File: config.mk
export PLATFORM = sky130hd
export DESIGN_NAME = seq_divider_flat
export DESIGN_NICKNAME = d
export VERILOG_FILES = /design/src/rtl/seq_divider_if.sv /design/src/rtl/seq_divider.sv /design/src/flat_wrapper.sv
export SDC_FILE = /design/constraint.sdc
export NUM_CORES = 1
export LEC_CHECK = 0
export ABC_AREA = 1
export BUFFER_PORTS_ARGS = -buffer_cell sky130_fd_sc_hd__buf_2
export CAP_MARGIN = 0
export CORE_MARGIN = 2
export CORE_UTILIZATION = 66
export CTS_CLUSTER_SIZE = 25
export DETAILED_ROUTE_END_ITERATION = 8
export HOLD_SLACK_MARGIN = 0.05
export PLACE_DENSITY = 0.88
export SYNTH_ARGS = -nofsm -noshare
export SYNTH_HDL_FRONTEND = slang
export SYNTH_SLANG_ARGS = --single-unit
File: constraint.sdc
create_clock -name Clock -period 3.6 [get_ports Clock]
set_input_delay 0.18 -clock Clock [delete_from_list [all_inputs] [get_ports Clock]]
set_output_delay 0.18 -clock Clock [all_outputs]
set_load 0.1 [all_outputs]
File: src/rtl/seq_divider_if.sv
// Start/Busy/Done handshake and operand/result bundle for seq_divider.
// The control unit drives the master side; the divider implements the slave side.
interface seq_divider_if #(
  parameter int unsigned NrOfBits = 32
);
  logic                Start;
  logic                Signed;
  logic [NrOfBits-1:0] DataA;
  logic [NrOfBits-1:0] DataB;
  logic                Busy;
  logic                Done;
  logic [NrOfBits-1:0] Quotient;
  logic [NrOfBits-1:0] Remainder;
  logic                DivByZero;

  modport master (
    output Start, Signed, DataA, DataB,
    input  Busy, Done, Quotient, Remainder, DivByZero
  );

  modport slave (
    input  Start, Signed, DataA, DataB,
    output Busy, Done, Quotient, Remainder, DivByZero
  );
endinterface

File: src/rtl/seq_divider.sv
// Iterative restoring divider, one trial subtraction per clock, RISC-V M semantics.
// Fixed latency of NrOfBits+1 cycles from the Start capture edge to the Done pulse.
module seq_divider #(
    parameter int unsigned NrOfBits = 32
) (
    input logic         Clock,
    input logic         ResetN,
    seq_divider_if.slave bus
);
    localparam int unsigned CntW = (NrOfBits > 2) ? $clog2(NrOfBits) : 1;

    typedef enum logic [1:0] {
        IDLE  = 2'd0,
        CALC  = 2'd1,
        FIXUP = 2'd2
    } state_e;

    state_e              state_q, state_d;
    logic [CntW-1:0]     cnt_q, cnt_d;
    logic                sign_a_q, sign_a_d;
    logic                sign_b_q, sign_b_d;
    logic                b_zero_q, b_zero_d;
    logic [NrOfBits-1:0] dividend_q, dividend_d;
    logic [NrOfBits-1:0] divisor_q, divisor_d;
    logic [NrOfBits:0]   rem_q, rem_d;
    logic [NrOfBits-1:0] quotient_q, quotient_d;
    logic [NrOfBits-1:0] remainder_q, remainder_d;
    logic                div_by_zero_q, div_by_zero_d;
    logic                done_q, done_d;

    logic                a_neg, b_neg;
    logic [NrOfBits+1:0] shift_full;
    logic [NrOfBits+1:0] trial;
    logic                borrow;

    assign a_neg = bus.Signed & bus.DataA[NrOfBits-1];
    assign b_neg = bus.Signed & bus.DataB[NrOfBits-1];

    // Partial remainder with the next dividend bit shifted in; the trial
    // subtraction is one bit wider so its MSB is the borrow.
    assign shift_full = {rem_q, dividend_q[NrOfBits-1]};
    assign trial      = shift_full - {2'b00, divisor_q};
    assign borrow     = trial[NrOfBits+1];

    always_comb begin
        state_d       = state_q;
        cnt_d         = cnt_q;
        sign_a_d      = sign_a_q;
        sign_b_d      = sign_b_q;
        b_zero_d      = b_zero_q;
        dividend_d    = dividend_q;
        divisor_d     = divisor_q;
        rem_d         = rem_q;
        quotient_d    = quotient_q;
        remainder_d   = remainder_q;
        div_by_zero_d = div_by_zero_q;
        done_d        = 1'b0;

        case (state_q)
            IDLE: begin
                if (bus.Start) begin
                    sign_a_d   = a_neg;
                    sign_b_d   = b_neg;
                    b_zero_d   = (bus.DataB == '0);
                    dividend_d = a_neg ? (~bus.DataA + 1'b1) : bus.DataA;
                    divisor_d  = b_neg ? (~bus.DataB + 1'b1) : bus.DataB;
                    rem_d      = '0;
                    cnt_d      = '0;
                    state_d    = CALC;
                end
            end
            CALC: begin
                if (borrow) begin
                    rem_d      = shift_full[NrOfBits:0];
                    dividend_d = {dividend_q[NrOfBits-2:0], 1'b0};
                end else begin
                    rem_d      = trial[NrOfBits:0];
                    dividend_d = {dividend_q[NrOfBits-2:0], 1'b1};
                end
                cnt_d = cnt_q + 1'b1;
                if (cnt_q == CntW'(NrOfBits - 1)) begin
                    state_d = FIXUP;
                end
            end
            FIXUP: begin
                // With a zero divisor every step subtracts nothing, so the
                // remainder is |DataA| and re-applying the sign restores DataA.
                if (b_zero_q) begin
                    quotient_d = '1;
                end else if (sign_a_q ^ sign_b_q) begin
                    quotient_d = ~dividend_q + 1'b1;
                end else begin
                    quotient_d = dividend_q;
                end
                remainder_d   = sign_a_q ? (~rem_q[NrOfBits-1:0] + 1'b1)
                                         : rem_q[NrOfBits-1:0];
                div_by_zero_d = b_zero_q;
                done_d        = 1'b1;
                state_d       = IDLE;
            end
            default: state_d = IDLE;
        endcase
    end

    always_ff @(posedge Clock or negedge ResetN) begin
        if (!ResetN) begin
            state_q       <= IDLE;
            cnt_q         <= '0;
            sign_a_q      <= 1'b0;
            sign_b_q      <= 1'b0;
            b_zero_q      <= 1'b0;
            dividend_q    <= '0;
            divisor_q     <= '0;
            rem_q         <= '0;
            quotient_q    <= '0;
            remainder_q   <= '0;
            div_by_zero_q <= 1'b0;
            done_q        <= 1'b0;
        end else begin
            state_q       <= state_d;
            cnt_q         <= cnt_d;
            sign_a_q      <= sign_a_d;
            sign_b_q      <= sign_b_d;
            b_zero_q      <= b_zero_d;
            dividend_q    <= dividend_d;
            divisor_q     <= divisor_d;
            rem_q         <= rem_d;
            quotient_q    <= quotient_d;
            remainder_q   <= remainder_d;
            div_by_zero_q <= div_by_zero_d;
            done_q        <= done_d;
        end
    end

    assign bus.Busy      = (state_q != IDLE);
    assign bus.Done      = done_q;
    assign bus.Quotient  = quotient_q;
    assign bus.Remainder = remainder_q;
    assign bus.DivByZero = div_by_zero_q;
endmodule

File: src/flat_wrapper.sv
// flat-port wrapper written by rule: the top's interface ports become plain ports
module seq_divider_flat 
#(
    parameter int unsigned NrOfBits = 32
)
  (Clock, ResetN, bus_Start, bus_Signed, bus_DataA, bus_DataB, bus_Busy, bus_Done, bus_Quotient, bus_Remainder, bus_DivByZero);
  seq_divider_if #(.NrOfBits(NrOfBits)) bus_i ();
  input logic Clock;
  input logic ResetN;
  input wire logic [$bits(bus_i.Start)-1:0] bus_Start;
  input wire logic [$bits(bus_i.Signed)-1:0] bus_Signed;
  input wire logic [$bits(bus_i.DataA)-1:0] bus_DataA;
  input wire logic [$bits(bus_i.DataB)-1:0] bus_DataB;
  output wire logic [$bits(bus_i.Busy)-1:0] bus_Busy;
  output wire logic [$bits(bus_i.Done)-1:0] bus_Done;
  output wire logic [$bits(bus_i.Quotient)-1:0] bus_Quotient;
  output wire logic [$bits(bus_i.Remainder)-1:0] bus_Remainder;
  output wire logic [$bits(bus_i.DivByZero)-1:0] bus_DivByZero;
  assign bus_i.Start = bus_Start;
  assign bus_i.Signed = bus_Signed;
  assign bus_i.DataA = bus_DataA;
  assign bus_i.DataB = bus_DataB;
  assign bus_Busy = bus_i.Busy;
  assign bus_Done = bus_i.Done;
  assign bus_Quotient = bus_i.Quotient;
  assign bus_Remainder = bus_i.Remainder;
  assign bus_DivByZero = bus_i.DivByZero;
  seq_divider #(.NrOfBits(NrOfBits)) u_core (.Clock(Clock), .ResetN(ResetN), .bus(bus_i));
endmodule
# Word-level counts from Yosys, hierarchy flattened
# Cells that the tools add are included.
op_classes:
  add_sub_neg: 6
  n_eq_ne: 5
  muxes: 17
  n_bitwise: 7
  reduce_logical: 7
ops:
  columns: ["cell", "count"]
  rows:
  - ["$mux W32", 6]
  - ["$add A32 B1 Y32 const B", 4]
  - ["$not A32 Y32", 4]
  - ["$mux W33", 2]
  - ["$pmux W33 S2", 1]
  - ["$pmux W32 S2", 1]
  - ["$sub A34 B32 Y34", 1]
  - ["$logic_not A32 Y1", 1]
  - ["$pmux W5 S2", 1]
  - ["$reduce_and A2 Y1", 3]
  - ["$add A5 B1 Y5 const B", 1]
  - ["$eq A5 B5 Y1 const B", 1]
  - ["$mux W5", 1]
  - ["$mux W2", 2]
  - ["$pmux W2 S2", 1]
  - ["$reduce_bool A2 Y1", 2]
  - ["$and A1 B1 Y1", 2]
  - ["$eq A2 B1 Y1 const B", 1]
  - ["$eq A2 B2 Y1 const B", 1]
  - ["$logic_not A2 Y1", 1]
  - ["$mux W1", 2]
  - ["$ne A2 B1 Y1 const B", 1]
  - ["$ne A2 B2 Y1 const B", 1]
  - ["$xor A1 B1 Y1", 1]
totals:
  regBits: 173

# Logic depth before layout (Yosys ltp)
# Gate-level depths: netlist of run 1.
depth:
  word_depth: 5
  mapped_depth: 18

# Worst setup path after synthesis of run 1
# Ideal clock, no wire load.
synth_path:
  path_type: "register -> register"
  from: "reg u_core.rem_q[2]"
  to: "reg u_core.dividend_q[0]"
  arrival_ns: 1.913
  t_required_ns: 3.467
  path_slack_ns: 1.554
  stages_incl_launch_ff: 15
  cell_sequence: "dfrtp_1 -> ha_1 -> nand2_2 -> inv_1 -> nand2_1 -> nand2_1 -> nand2_1 -> nand3_2 -> nand2_4 -> nand2_4 -> nand2_4 -> nand3_4 -> buf_4 -> nand3_1 -> o211ai_1"
synth_via:
  elab_chain_len: 3
synth_lines:
  columns: ["element", "line_no", "text"]
  rows:
  - ["start: declaration", "seq_divider.sv:25", "logic [NrOfBits:0] rem_q, rem_d;"]
  - ["start signal: assignment", "seq_divider.sv:127", "rem_q <= rem_d;"]
  - ["$sub A34 B32 Y34", "seq_divider.sv:42", "assign trial = shift_full - {2'b00, divisor_q};"]
  - ["$mux W1", "seq_divider.sv:73", "if (borrow) begin"]
  - ["$pmux W32 S2", "seq_divider.sv:59", "case (state_q)"]
  - ["end signal: assignment", "seq_divider.sv:125", "dividend_q <= dividend_d;"]
  - ["end: declaration", "seq_divider.sv:23", "logic [NrOfBits-1:0] dividend_q, dividend_d;"]
# No other way between the ends.
# A chain may end at the register's enable or synchronous reset.

# Worst setup path after layout of run 1
layout_path:
  from: "reg u_core.rem_q[14]"
  to: "reg u_core.rem_q[11]"
layout_via:
  elab_chain_len: 3
layout_lines:
  columns: ["element", "line_no"]
  rows:
  - ["$sub A34 B32 Y34", "seq_divider.sv:42"]
  - ["$mux W33", "seq_divider.sv:73"]
  - ["$pmux W33 S2", "seq_divider.sv:59"]
# No other way between the ends.

==> flow_metrics.tcl, run 1 <==
set metrics [dict create \
    status "complete, no violations" \
    gp_routability_congestion 1.017 \
    cp_common_cell "nand2_1" \
    setup-tns-final_ns 0 \
    maxCapViolCount 0 \
    ant_nets 0 \
    min_from "bus_DataB[29]" \
    rr_startpoint "u_core.rem_q[14]" \
    rows 52 \
    worst_pin_slew_ns 0.9087 \
    vias 14010 \
    hpwl_um 29650 \
    cts.path.max_buffers 2 \
    grt_pass1_wl_um 64480 \
    drtIter0Drc 1392 \
    numCtsBuffers 17 \
    slew_headroom_pct 39.20 \
    drc 0 \
    r2r_cells 14 \
    ir_drop_mv 0.4549 \
    start_util_pct 67.38 \
    path_delay_family "simple AND/OR/NAND/NOR gates" \
    synth.most_common_cell "nand2_1" \
    synth_area_leaders "dfrtp_1, nand2_1, inv_1, nand3_1, nor2_1" \
    synth_common_cells "nand2_1, inv_1, nand3_1" \
    wl_per_cell_um 16.19 \
    critical_path_buf_inv_count 3 \
    crit_required_ns 3.97 \
    grt_start_max_net_pins 93 \
    min_period_ns 2.836 \
    port-buffer-count 134 \
    end_kind "register" \
    synth_area_per_cell_sq_um 6.700 \
    arrival_ns 3.21 \
    path_cells "ha_1 -> nand2_1 -> inv_1 -> nand2_1 -> nand2_1 -> inv_1 -> nand2_1 -> inv_1 -> nand2_4 -> nand2_4 -> nand3_4 -> nand3_1 -> nand3_1 -> nand2_1" \
    via_per_inst 5.764 \
    seq_area_frac_synth_pct 31.75 \
    synth_edf_count 0 \
    hold_viol_final 0 \
    hold_path_depth 4 \
    htree_levels 4 \
    routed_wl_um 39330 \
    ys.flop_type "dfrtp_1" \
    synth_warnings 0 \
    antenna_cells 0 \
    synth_seq_cells 173 \
    netlist_area_sq_um 13630 \
    critPathLaunchType "register" \
    max_freq_ghz 0.3526 \
    antenna_found_initial 0 \
    p_leak_uw 0.007599 \
    hold_path.class "in -> reg" \
    finalClockSkew_ns 0.01619 \
    dr.pass1.iters 8 \
    tritoncts "built" \
    drv_slew 0 \
    drive_gt1_share_pct 13.70 \
    worstSetupPathType "reg -> reg" \
    holdWs_ns 0.06152 \
    synth.top_cell.area_share_pct 31.75 \
    ff_latch_area_sq_um 4329 \
    syn-num-nets 2142 \
    grtUsageTotal_pct 36.80 \
    netlist_instances 2035 \
    fin_nets 2254 \
    ioPinCount 135 \
    finalSetupViolCount 0 \
    layout-area-overhead-vs-synth_pct 11.22 \
    multi_input_area_sq_um 7752 \
    path_max_fanout 34 \
    path_clk_slew_ns 0.08 \
    rsz0062_at_grt "false" \
    whs_endpoint "u_core.divisor_q[29]" \
    powerDensity_nw_per_um2 1087 \
    ys_async_sr_fraction_pct 100.0 \
    clkLatencyLatePin_ns 0.45 \
    synth_cell_type_count 53 \
    timing.final.crit_share_pct 78.78 \
    cpPeakStageDelay_ns 0.50 \
    yosys.area.top_type "dfrtp_1" \
    clockRootBuffer "clkbuf_16" \
    die_area_sq_um 21820 \
    critPathSlowestCell "dfrtp_1" \
    die_w_um 147.7 \
    grt_overflow_total 0 \
    core_area_sq_um 20230 \
    rrSetupSlack_ns 0.76 \
    fill_cells 1653 \
    die_h_um 147.7 \
    grt_pass1_vias 13030 \
    cts.sinks 173 \
    timing.rr.end "u_core.rem_q[11]" \
]
state kept, by name, indices dropped and copies added (netlist names):
signal,cells
u_core.b_zero_q,1
u_core.bus.DivByZero,1
u_core.bus.Done,1
u_core.bus.Quotient,32
u_core.bus.Remainder,32
u_core.cnt_q,5
u_core.dividend_q,32
u_core.divisor_q,32
u_core.rem_q,33
u_core.sign_a_q,1
u_core.sign_b_q,1
u_core.state_q,2
how the worst max path moves through the flow:
stage,from,end,slack (ns),cells past startpoint
finish,u_core.rem_q[14],u_core.rem_q[11],0.76,14
global route,u_core.rem_q[2],u_core.rem_q[11],0.56,14
CTS,u_core.rem_q[14],u_core.rem_q[11],0.84,14
detailed placement,u_core.rem_q[14],u_core.rem_q[11],0.86,14
global placement,u_core.rem_q[14],u_core.dividend_q[0],0.87,13
floorplan,u_core.rem_q[2],u_core.dividend_q[0],1.55,14
stage by stage:
step	utilization, %	total power, uW	setup WS, ns	instances	cell area, sq um
2_1_floorplan	-	11740	1.554	2035	13630
3_3_place_gp	71.07	13810	0.8741	2384	14380
3_5_place_dp	71.07	14050	0.8595	2384	14380
4_1_cts	74.94	16160	0.8350	2430	15160
5_1_grt	74.94	17800	0.5568	2430	15160
6_report	74.94	16480	0.7639	2430	15160
tightest hold or removal path, stage by stage:
cell and delay (ns):
buf_2 0.13, nand2_1 0.06, nand3_1 0.06, nand2_1 0.04
layer usage:
metal | up-vias | GRT usage [%] | share of wire, %
met2 | 769 | 54.30 | 42
met5 | - | 0 | 0
li1 | 6754 | - | -
met3 | 69 | 7.130 | 12
met4 | 0 | 9.327 | 1.8
met1 | 6415 | 55.72 | 44
area by class of cell:
type                    instances  area share [%]
well taps                     270           2.228
repair buffers                159           6.015
inverters                     317           7.847
clock inverters                15           1.436
clock buffers                  17           2.805
multi-input cells            1479           51.12
flip-flops and latches        173           28.55
logic make-up (layout without fill, tap and decap cells):
group                    count (synthesis)  count (layout)  share of synthesized area [%]
XOR/XNOR                                62              62                          3.983
AO/OA/AOI/OAI                          258             258                          10.92
adder cells (fa/ha/maj)                 39              39                          3.634
AND/OR/NAND/NOR                       1120            1120                          38.23
flip-flops                             173             173                          31.75
buffers and inverters                  383             508                          11.48
placed cells by master (no fill, tap or decap), types with 4 or more instances in the layout:
cell	netlist	final
a21oi_1	41	41
nand4_1	28	28
nor3_1	34	34
nor2_4	3	5
o211ai_1	6	6
or2_2	10	10
dlygate4sd3_1	0	14
buf_4	5	10
xnor2_1	21	21
nor3_4	4	4
a31oi_1	16	16
buf_2	7	133
inv_2	11	12
clkinv_8	0	4
dfrtp_1	173	173
and2_1	10	10
nand2_2	14	14
nand2_4	4	4
o21ai_0	128	128
nand2_1	573	573
xor2_1	41	41
nor2_1	171	170
nor3_2	4	4
inv_1	305	304
o21ai_1	8	8
nand3_1	186	186
nor2_2	8	7
ha_1	38	38
clkbuf_16	0	17
nand3_2	47	47
o21ai_2	4	4
nand3b_1	10	10
a22oi_1	28	28
inv_6	0	4
nor4_1	6	6
o22ai_1	10	10
power breakdown:
group / total, uW / leakage [uW] / switching, uW / internal (uW)
Sequential: 3730 / 0.00197 / 1060 / 2670
Combinational: 10700 / 0.00532 / 7260 / 3470
Clock: 2030 / 0.000309 / 947 / 1080
repair_timing:
action,CTS,global route
hold endpoints to repair,104,0
hold buffers,14,0
setup buffers,0,0
gates resized for setup,0,0
Note: power is estimated with default switching activity, not from simulation.
==> run 2, diff against run 1 <==
--- a/config.mk
+++ b/config.mk
@@ -9,11 +9,11 @@
 export BUFFER_PORTS_ARGS = -buffer_cell sky130_fd_sc_hd__buf_2
 export CAP_MARGIN = 0
 export CORE_MARGIN = 2
-export CORE_UTILIZATION = 66
+export CORE_UTILIZATION = 55
 export CTS_CLUSTER_SIZE = 25
 export DETAILED_ROUTE_END_ITERATION = 8
 export HOLD_SLACK_MARGIN = 0.05
-export PLACE_DENSITY = 0.88
+export PLACE_DENSITY = 0.78
 export SYNTH_ARGS = -nofsm -noshare
 export SYNTH_HDL_FRONTEND = slang
 export SYNTH_SLANG_ARGS = --single-unit
==> constraint.sdc (replaced) <==
create_clock -name Clock -period 2.5 [get_ports Clock]
set_input_delay 0.125 -clock Clock [delete_from_list [all_inputs] [get_ports Clock]]
set_output_delay 0.125 -clock Clock [all_outputs]
set_load 0.1 [all_outputs]
==> flow_metrics.tcl, run 2 (synthesis gave the netlist of run 1 again) <==
set metrics [dict create \
    status "complete, no violations" \
    numCtsBuffers 17 \
    post_cts_buffers 0 \
    max_freq_ghz 0.4183 \
    slew_headroom_pct 47.19 \
    min_period_ns 2.390 \
    holdWs_ns 0.05679 \
    die_h_um 161.4 \
    antenna_cells 0 \
    vias 13990 \
    grtUsageTotal_pct 31.72 \
    finalClockSkew_ns 0.01506 \
    top_layer_used "met4" \
    seqPwrFrac_pct 20.7 \
    largest_reg_flops 33 \
    wl_per_cell_um 15.86 \
    grt_overflow_total 0 \
    power.switching_uw 13550 \
    ir_drop_mv 0.6093 \
    hold_viol_final 0 \
    worstSetupPathType "reg -> reg" \
    route.met2.wl_um 17040 \
    setup-tns-final_ns 0 \
    multi_input_area_sq_um 7843 \
    ant_nets 0 \
    maxCapViolCount 0 \
    fin_nets 2338 \
    finalSetupViolCount 0 \
    crit_required_ns 2.83 \
    p_leak_uw 0.007994 \
    antenna_found_initial 0 \
    grt_pass1_vias 12880 \
    drv_slew 0 \
    final_cell_mix "nand2_1, inv_1, nand3_1" \
    power_uw 24640 \
    clockRootBuffer "clkbuf_16" \
    via_per_inst 5.447 \
    critPathSlowestCell "dfrtp_1" \
    dp_cells 2494 \
    p_int_uw 11090 \
    die_area_sq_um 26060 \
    cts.path.max_buffers 2 \
    drive_gt1_share_pct 16.31 \
    critPathLaunchType "register" \
    hold_path.class "in -> reg" \
    timing.final.crit_share_pct 95.62 \
    hpwl_um 31440 \
    combPwrFrac_pct 68.1 \
    routed_wl_um 40730 \
    ff_latch_area_sq_um 4329 \
    drtIter0Drc 1119 \
    instances_no_fill 2568 \
    path_clk_slew_ns 0.07 \
    path_max_fanout 16 \
    port-buffer-count 134 \
    tritoncts "built" \
    wl_met3_um 3967 \
    cpPeakStageDelay_ns 0.52 \
    start_util_pct 56.06 \
    ioPinCount 135 \
    dr.pass1.iters 6 \
    cts.sinks 173 \
    layout.cells.most_common "nand2_1" \
    core_area_sq_um 24320 \
    die_w_um 161.4 \
    grt_start_max_net_pins 73 \
    clkLatencyLatePin_ns 0.44 \
    drc 0 \
    gp_routability_congestion 1.067 \
    powerDensity_nw_per_um2 1539 \
    rows 57 \
    wl_met1_um 19160 \
    fill_cells 2203 \
    grt_pass1_wl_um 66300 \
    path_cells "ha_2 -> nand2_1 -> inv_1 -> nand2_2 -> inv_1 -> nand2_1 -> a21oi_2 -> nor2_4 -> nand2_8 -> nand2_4 -> nand3_1 -> nand3_1 -> nand2_1" \
    htree_levels 4 \
    end_kind "register" \
    worst_pin_slew_ns 0.7903 \
    layout-area-overhead-vs-synth_pct 17.43 \
    regMostFlops "u_core.rem_q" \
    p_sw_share_pct 54.98 \
    rsz0062_at_grt "true" \
    arrival_ns 2.72 \
    cp_common_cell "nand2_1" \
    clkPwrFrac_pct 11.2 \
]
==> run 2: changes by cell type in the layout (fill, tap and decap cells not counted), moves of 3 or more <==
cell           change
ha_2               +4
dlygate4sd3_1     +26
buf_4             +52
ha_4               +3
ha_1               -7
buf_12             +4
clkinv_8           -3
==> run 2: power by group through the flow <==
stage	logic, uW	clock network (uW)	registers, uW
2_1_floorplan	11400	0	5510
3_3_place_gp	15900	0	4960
3_5_place_dp	16100	0	5020
4_1_cts	16300	2790	4980
5_1_grt	18700	2880	5170
6_report	16800	2770	5090
==> run 2: layout make-up <==
class | count | area share, %
multi-input combinational | 1481 | 48.98
sequential | 173 | 27.04
timing repair buffer | 241 | 10.26
inverter | 317 | 7.432
clock buffer | 19 | 2.829
tap | 324 | 2.532
clock inverter | 13 | 0.9222
==> run 2: repair_timing <==
item,CTS,global route
resized for setup,0,13
endpoints found under the setup margin,0,30
hold endpoints to repair,108,0
hold buffers,40,0
==> run 2: final timing paths <==
kind                       slack [ns]                      from                  endpoint  depth (start not counted)
max                              0.11          u_core.rem_q[23]          u_core.rem_q[24]                         13
min                              0.06             bus_DataB[28]      u_core.divisor_q[28]                          5
max reg2reg                      0.11          u_core.rem_q[23]          u_core.rem_q[24]                         13
min reg2reg                      0.48  u_core.bus.Remainder[24]  u_core.bus.Remainder[24]                          2
max in group asynchronous        1.53                    ResetN     u_core.dividend_q[31]                          3
min in group asynchronous        0.29                    ResetN       u_core.divisor_q[3]                          2
==> run 2: critical path, delay by kind of cell, from the launching register on <==
kind,cells,cell delay [ns]
simple gates,9,1.20
flops,1,0.52
compound gates,1,0.08
buf+inv,2,0.11
fa+ha+maj,1,0.37
==> run 2: routing by layer <==
layer / vias to the layer above / track usage [%]
met3: 40 / 4.956
li1: 6937 / -
met4: 0 / 7.102
met1: 6468 / 49.25
met2: 542 / 46.27
met5: - / 0
==> run 2: per-stage QoR <==
step | cell area [sq um] | setup slack (ns) | util [%]
4_1_cts | 15920 | 0.1041 | 65.47
6_report | 16010 | 0.1096 | 65.83
3_5_place_dp | 14920 | 0.1135 | 61.36
3_3_place_gp | 14920 | 0.1332 | 61.36
2_1_floorplan | 13630 | 0.4540 | -
5_1_grt | 16010 | -0.0007447 | 65.83
==> run 3, diff against run 2 <==
--- a/config.mk
+++ b/config.mk
@@ -7,13 +7,14 @@
 export LEC_CHECK = 0
 export ABC_AREA = 1
 export BUFFER_PORTS_ARGS = -buffer_cell sky130_fd_sc_hd__buf_2
-export CAP_MARGIN = 0
+export CAP_MARGIN = 20
 export CORE_MARGIN = 2
 export CORE_UTILIZATION = 55
 export CTS_CLUSTER_SIZE = 25
 export DETAILED_ROUTE_END_ITERATION = 8
 export HOLD_SLACK_MARGIN = 0.05
 export PLACE_DENSITY = 0.78
+export RECOVER_POWER = 50
 export SYNTH_ARGS = -nofsm -noshare
 export SYNTH_HDL_FRONTEND = slang
 export SYNTH_SLANG_ARGS = --single-unit
==> flow_metrics.tcl, run 3 (synthesis gave the netlist of run 1 again) <==
set metrics [dict create \
    status "finished with violations" \
    violations "capacitance limit, slew limit" \
    combPwrFrac_pct 68.1 \
    via_per_inst 5.483 \
    p_int_uw 11080 \
    drc 0 \
    path_cells "ha_1 -> nand2_1 -> inv_2 -> nand2_2 -> inv_1 -> nand2_1 -> a21oi_2 -> nor2_4 -> nand2_8 -> nand2_4 -> nand3_1 -> nand3_1 -> nand2_1" \
    arrival_ns 2.72 \
    wl_per_cell_um 15.88 \
    antenna_found_initial 0 \
    p_sw_share_pct 55.02 \
    die_w_um 161.4 \
    grt_overflow_total 0 \
    layout.cells.most_common "nand2_1" \
    grt_pass1_vias 12880 \
    maxCapViolCount 1 \
    die_area_sq_um 26060 \
    drtIter0Drc 1089 \
    cp_common_cell "nand2_1" \
    die_h_um 161.4 \
    start_util_pct 56.06 \
    place_ws_ns 0.1135 \
    clockRootBuffer "clkbuf_16" \
    regMostFlops "u_core.rem_q" \
    dr.pass1.iters 6 \
    rows 57 \
    tritoncts "built" \
    worst_pin_slew_ns 1.975 \
    layout-area-overhead-vs-synth_pct 17.08 \
    htree_levels 4 \
    power.switching_uw 13550 \
    cts.sinks 173 \
    path_max_fanout 16 \
    routed_wl_um 40790 \
    fill_cells 2221 \
    rrSetupSlack_ns 0.10 \
    timing.final.crit_share_pct 95.89 \
    p_leak_uw 0.007925 \
    largest_reg_flops 33 \
    path_clk_slew_ns 0.07 \
    ioPinCount 135 \
    grt_pass1_wl_um 66300 \
    grt_start_max_net_pins 73 \
    grtUsageTotal_pct 31.72 \
    final_cell_mix "nand2_1, inv_1, nand3_1" \
    ff_latch_area_sq_um 4329 \
    multi_input_area_sq_um 7843 \
    worstSetupPathType "reg -> reg" \
    drive_gt1_share_pct 15.02 \
    instances_no_fill 2568 \
    cpPeakStageDelay_ns 0.46 \
    post_cts_buffers 0 \
    hpwl_um 31440 \
    finalSetupViolCount 0 \
    drv_slew 70 \
    clkPwrFrac_pct 11.2 \
    ir_drop_mv 0.6119 \
    hold_path.class "in -> reg" \
    port-buffer-count 134 \
    crit_required_ns 2.83 \
    fin_ws_ns 0.1027 \
    powerDensity_nw_per_um2 1543 \
    gp_routability_congestion 1.067 \
    fin_nets 2338 \
    slew_headroom_pct -31.67 \
    hold_viol_final 0 \
    cts.path.max_buffers 2 \
    finalClockSkew_ns 0.01713 \
    max_freq_ghz 0.4171 \
    critPathLaunchType "register" \
    min_period_ns 2.397 \
    vias 14080 \
    clkLatencyLatePin_ns 0.44 \
    dp_cells 2494 \
    rsz0062_at_grt "true" \
    seqPwrFrac_pct 20.7 \
    numCtsBuffers 17 \
    antenna_cells 0 \
    end_kind "register" \
    core_area_sq_um 24320 \
    ant_nets 0 \
    critPathSlowestCell "dfrtp_1" \
]
-- run 3: final timing paths --
| check | cells after the start | start | to |
|---|---|---|---|
| hold / removal | 5 | bus_DataB[28] | u_core.divisor_q[28] |
| max in group asynchronous | 2 | ResetN | u_core.dividend_q[23] |
| setup / recovery | 13 | u_core.rem_q[20] | u_core.rem_q[24] |
| setup reg to reg | 13 | u_core.rem_q[20] | u_core.rem_q[24] |
| hold reg to reg | 2 | u_core.bus.Remainder[24] | u_core.bus.Remainder[24] |
| min in group asynchronous | 2 | ResetN | u_core.divisor_q[3] |
-- run 3: final cells by class --
cell class	count	share of cell area, %
sequential	173	27.12
clock buffer	19	2.837
clock inverter	13	0.9249
multi-input combinational	1481	49.13
inverter	317	7.454
tap	324	2.540
timing repair buffer	241	9.994
-- run 3: per-stage QoR --
| step | utilization [%] | cell area, sq um | hold slack (ns) | setup TNS, ns | power [uW] |
|---|---|---|---|---|---|
| 3_5_place_dp | 61.36 | 14920 | 0.2068 | 0 | 21150 |
| 2_1_floorplan | - | 13630 | -0.1706 | 0 | 16910 |
| 3_3_place_gp | 61.36 | 14920 | 0.2027 | 0 | 20860 |
| 4_1_cts | 65.47 | 15920 | 0.05060 | 0 | 24080 |
| 6_report | 65.64 | 15960 | 0.05961 | 0 | 24630 |
| 5_1_grt | 65.64 | 15960 | 0.07158 | -0.0007447 | 26710 |
-- run 3: critical path, delay by kind of cell (launching register included) --
kind,cells,cell delay [ns]
AOI/OAI and AO/OA,1,0.08
adders and majority gates,1,0.41
buffers and inverters,2,0.10
DFF,1,0.46
and+or+nand+nor,9,1.22
-- run 3: what timing repair did --
| item | CTS | global route |
|---|---|---|
| gates resized for setup | 0 | 13 |
| hold buffers | 40 | 0 |
| endpoints found under the hold margin | 108 | 0 |
| setup endpoints to repair | 0 | 30 |
-- run 3: layer usage --
layer,share of wire [%],track usage [%],vias up,wire length (um)
li1,-,-,6935,-
met1,47,49.25,6537,19300
met2,42,46.27,573,17120
met3,9.4,4.956,36,3823
met4,1.3,7.102,0,545
met5,0,0,-,0
-- run 3: power by group through the flow --
| stage | registers, uW | logic [uW] | clock network, uW |
|---|---|---|---|
| finish | 5100 | 16800 | 2760 |
| global route | 5170 | 18700 | 2880 |
| CTS | 4980 | 16300 | 2790 |
| detailed placement | 5020 | 16100 | 0 |
| global placement | 4960 | 15900 | 0 |
| floorplan | 5510 | 11400 | 0 |
